**config.mk**
```make
export PLATFORM = sky130hd
export DESIGN_NAME = fact_sched
export DESIGN_NICKNAME = d
export VERILOG_FILES = /design/src/rtl/fact_pkg.sv /design/src/rtl/rr_arb2.sv /design/src/rtl/fact_sched.sv
export SDC_FILE = /design/constraint.sdc
export NUM_CORES = 1
export LEC_CHECK = 0
export ABC_CLOCK_PERIOD_IN_PS = 9480
export CAP_MARGIN = 0
export CORE_AREA = 2 2 174 176
export DETAILED_ROUTE_END_ITERATION = 12
export DIE_AREA = 0 0 176 178
export HOLD_SLACK_MARGIN = 0.12
export PLACE_DENSITY_LB_ADDON = 0.12
export SYNTH_ARGS = -nofsm -noshare
export SYNTH_HDL_FRONTEND = slang
export SYNTH_SLANG_ARGS = --single-unit
```
**constraint.sdc**
```tcl
create_clock -name clk -period 9.48 [get_ports clk]
set_input_delay 1.422 -clock clk [delete_from_list [all_inputs] [get_ports clk]]
set_output_delay 1.422 -clock clk [all_outputs]
set_load 0.02 [all_outputs]
```
**src/rtl/fact_pkg.sv**
```systemverilog
// fact_pkg -- shared sizes and FSM encoding for the factorial scheduler.
//   NW : default operand width (N ranges 0 .. 2**NW-1)
//   ZW : default result width
//   state_e : scheduler FSM states
package fact_pkg;

    localparam int NW = 4;
    localparam int ZW = 48;

    typedef enum logic {
        IDLE = 1'b0,
        MUL  = 1'b1
    } state_e;

endpackage

```
**src/rtl/rr_arb2.sv**
```systemverilog
// rr_arb2 -- two-way round-robin arbiter, purely combinational.
// Ports:
//   req0, req1 : request levels
//   last       : index of the requester served most recently
//   grant[1:0] : one-hot grant (all zero when nobody requests)
// A lone requester always wins; on a tie the requester that was not
// served last wins.
module rr_arb2 (
    input  logic       req0,
    input  logic       req1,
    input  logic       last,
    output logic [1:0] grant
);

    assign grant[0] = req0 & (~req1 | last);
    assign grant[1] = req1 & (~req0 | ~last);

endmodule

```
**src/rtl/fact_sched.sv**
```systemverilog
// fact_sched -- two-requester factorial engine with round-robin arbitration.
// Ports:
//   clk, rst_n     : clock, asynchronous active-low reset
//   req0/n0        : requester 0 request level and operand
//   req1/n1        : requester 1 request level and operand
//   gnt0/gnt1      : one-cycle accept pulses (registered)
//   busy           : high while a job is multiplying
//   done           : one-cycle pulse, Z and owner valid
//   Z              : last result, held until the next done
//   owner          : requester index of the job that produced Z
// Jobs run one multiply per cycle on a single shared ZW x (NW+1)
// multiplier; the result is truncated to ZW bits.
module fact_sched #(
    parameter int NW = fact_pkg::NW,
    parameter int ZW = fact_pkg::ZW
) (
    input  logic          clk,
    input  logic          rst_n,
    input  logic          req0,
    input  logic [NW-1:0] n0,
    input  logic          req1,
    input  logic [NW-1:0] n1,
    output logic          gnt0,
    output logic          gnt1,
    output logic          busy,
    output logic          done,
    output logic [ZW-1:0] Z,
    output logic          owner
);

    fact_pkg::state_e state;

    // cnt is one bit wider than nreg so it can reach 2**NW without wrapping
    logic [NW:0]   cnt;
    logic [NW-1:0] nreg;
    logic [ZW-1:0] acc;
    logic [ZW-1:0] prod;
    logic          last;
    logic [1:0]    grant;

    rr_arb2 u_arb (
        .req0  (req0),
        .req1  (req1),
        .last  (last),
        .grant (grant)
    );

    assign prod = acc * ZW'(cnt);

    always_ff @(posedge clk or negedge rst_n) begin
        if (!rst_n) begin
            state <= fact_pkg::IDLE;
            gnt0  <= 1'b0;
            gnt1  <= 1'b0;
            busy  <= 1'b0;
            done  <= 1'b0;
            Z     <= '0;
            owner <= 1'b0;
            last  <= 1'b1;      // pretend requester 1 went last so 0 wins first tie
            acc   <= ZW'(1);
            cnt   <= (NW+1)'(2);
            nreg  <= '0;
        end else begin
            gnt0 <= 1'b0;
            gnt1 <= 1'b0;
            done <= 1'b0;
            case (state)
                fact_pkg::IDLE: begin
                    if (grant != 2'b00) begin
                        gnt0  <= grant[0];
                        gnt1  <= grant[1];
                        nreg  <= grant[0] ? n0 : n1;
                        acc   <= ZW'(1);
                        cnt   <= (NW+1)'(2);
                        owner <= grant[1];
                        last  <= grant[1];
                        busy  <= 1'b1;
                        state <= fact_pkg::MUL;
                    end
                end
                fact_pkg::MUL: begin
                    if (cnt <= {1'b0, nreg}) begin
                        acc <= prod;
                        cnt <= cnt + 1'b1;
                    end else begin
                        Z     <= acc;
                        done  <= 1'b1;
                        busy  <= 1'b0;
                        state <= fact_pkg::IDLE;
                    end
                end
                default: state <= fact_pkg::IDLE;
            endcase
        end
    end

endmodule

```
==> metrics.cfg <==
[global_routing]
grt_start_max_net_pins=63
grt.total_usage_pct=19.71
grt_pass1_vias=9470
grt_overflow=0
grt_pass1_wl_um=49420
antenna_found_initial=0

[critical_path]
critPathMostFrequentCell=fa_1
worstPathArrival_ns=5.73
critical_path_class=reg -> reg
crit_chain=buf_4, and2_1, fa_1, fa_1, inv_1, fa_1, inv_1, ha_1, a21o_1, or3_4, a211oi_2, nor3_1, a21o_1, a21boi_4, a21boi_2, or3_1, a31o_1
critPathBufInv=3
start_kind=flip-flop
crit_slowest_cell=dfrtp_1
crit_path_max_incr_delay_ns=0.95
crit_path_start=cnt[2]$_DFFE_PN0P_
required_ns=9.75
worstPathMaxFanout=26
reg2reg_from=cnt[2]$_DFFE_PN0P_
end_kind=flip-flop
critPathTopFamily=adder cells

[cts]
post_cts_buffers=0
cts-root-buf=clkbuf_16
clkLatencyLatePin_ns=0.38
cts-hold-fix-buffers=0
numClockSinks=112
clk_pin_slew_ns=0.08
cts_buffers=9
cts_tree=built
clockBufferDepth=2
postCtsResizedCells=0
h-tree-depth=3

[die]
ioPinCount=65
dieArea_um2=31330
coreArea_um2=29400
chipHeight_um=178
rows=63
die_w_um=176
start_util_pct=39.58

[timing]
setup_violations=0
max_freq_ghz=0.1832
tns_ns=0
worstMarginPinSlew_ns=0.9430
finClkSkew_ns=0.01402
fin_crit_ns=5.460
period_share_pct=57.59
worst_slack_ns=4.020
slew_violations=0
hold_violations=0
maxSlewHeadroom_pct=37.13
grt_setup_unrepaired=false

[final_layout]
multi_input_area_um2=7863
fin_cells=1784
fin_area_um2=12900
n_antenna_cell=0
register_area_um2=2806
utilization_pct=43.87
drive_gt1_share_pct=3.228
most-common-layout-cells=nand2_1, inv_1, and2_1, fa_1, dfrtp_1
fill_cells=2956
nets=1587
syn2layout_area_growth_pct=10.82
final_common_cell=nand2_1

[synth]
ys_warn_count=0
async_flop_share_pct=100.0
synth.distinct_cells=63
syn-instance-count=1370
synth-edff-count=0
syn-num-nets=1568
ys_seq_area_share_pct=24.11
synth_area_per_cell_um2=8.495
synth_flop_cell=dfrtp_1
ys_ff_latch=112
synthesis.area_um2=11640

[hold_path]
hold_class=reg -> reg
min_from=Z[10]$_DFFE_PN0P_

[routing]
drc=0
firstDrtPassIters=4
drt_iter0_drc=423
vias=8906
vias_per_cell=4.992
wl_met1_um=13850
route.met3.wl_um=671
route.antenna.remaining_nets=0
highest_layer=met4
wl_per_cell_um=15.82
wl_met2_um=13380
drt-total-wl_um=28230

[placed_design]
placed_area_um2=12590
hpwlAfterDp_um=20020
dp.cells=1768
post-place-ws_ns=3.994
gp_congestion=0.8248
port_buffers=64

[status]
status=finished clean

[flow_run]
cap_violations=0

[power]
cellLeakagePower_nw=6.559
ir_worst_vdd_mv=0.2478
cellPowerDensity_nw_per_um2=223.9

==> Yosys cell counts, types with 4 or more instances <==
library cell / count / area [um2]
inv_1: 192 / 720.7
buf_2: 6 / 30.03
mux2_2: 5 / 56.30
clkbuf_1: 55 / 206.5
xor2_1: 27 / 236.5
a21oi_1: 54 / 270.3
o21ai_1: 26 / 130.1
dfrtp_1: 109 / 2728
fa_1: 131 / 2623
nand4_1: 9 / 56.30
nand2b_1: 8 / 50.05
xnor2_1: 21 / 183.9
nand2_1: 237 / 889.6
a31oi_1: 6 / 37.54
nand3_1: 49 / 245.2
and2_1: 170 / 1064
nor2b_1: 4 / 25.02
and3_1: 9 / 56.30
mux2i_1: 6 / 60.06
ha_1: 55 / 688.2
o21ai_0: 45 / 225.2
buf_1: 5 / 18.77
nor3_1: 9 / 45.04
a21o_1: 27 / 202.7
o21bai_1: 11 / 82.58
nor2_1: 37 / 138.9
==> report_power, final <==
group          switching, W  total (W)  internal, W
Sequential         0.000232   0.000885     0.000653
Clock              0.000197   0.000418     0.000221
Combinational       0.00102    0.00158     0.000560
==> worst paths after layout <==
check | endpoint | slack [ns] | cells after the start
max | acc[44]$_DFFE_PN0P_ | 4.02 | 17
min | Z[10]$_DFFE_PN0P_ | 0.47 | 2
max reg2reg | acc[44]$_DFFE_PN0P_ | 4.02 | 17
min reg2reg | Z[10]$_DFFE_PN0P_ | 0.47 | 2
max in group asynchronous | Z[27]$_DFFE_PN0P_ | 7.01 | 2
min in group asynchronous | acc[7]$_DFFE_PN0P_ | 1.12 | 1
==> per-layer routing <==
layer / GRT usage (%) / up-vias
li1: - / 4351
met1: 27.61 / 4438
met2: 32.71 / 92
met3: 2.323 / 25
met4: 4.821 / 0
met5: 0 / -
==> area by class of cell <==
| type | instances | share of cell area, % |
|---|---|---|
| clock buffer | 14 | 2.047 |
| clock inverter | 2 | 0.3007 |
| inverter | 193 | 5.617 |
| multi-input combinational | 999 | 60.96 |
| sequential | 112 | 21.76 |
| tap | 390 | 3.783 |
| timing repair buffer | 74 | 5.530 |
==> sequential cells by signal, indices dropped and copies added (netlist names) <==
signal  count
last        1
gnt0        1
done        1
owner       1
state       1
cnt         5
gnt1        1
nreg        4
busy        1
Z          48
acc        48
==> tightest hold or removal path: stages (launching register included) <==
cell     delay [ns]
dfrtp_1        0.34
nand2_1        0.05
nand2_1        0.05
==> per-stage QoR <==
stage	hold slack, ns	total power (W)
2_1_floorplan	0.4498	0.001919
3_3_place_gp	0.4573	0.002492
3_5_place_dp	0.4623	0.002511
4_1_cts	0.4824	0.002950
5_1_grt	0.4945	0.003187
6_report	0.4744	0.002888
==> cells by family after synthesis <==
| kind of cell | count (synthesis) | synth area share (%) |
|---|---|---|
| adders and majority gates | 186 | 28.45 |
| muxes | 11 | 0.9998 |
| and+or+nand+nor | 546 | 23.08 |
| xor gates and xnor gates | 48 | 3.612 |
| DFF | 112 | 24.11 |
| AOI/OAI and AO/OA | 208 | 11.33 |
| buffers and inverters | 259 | 8.418 |
Power figures use the tool's default switching activity.
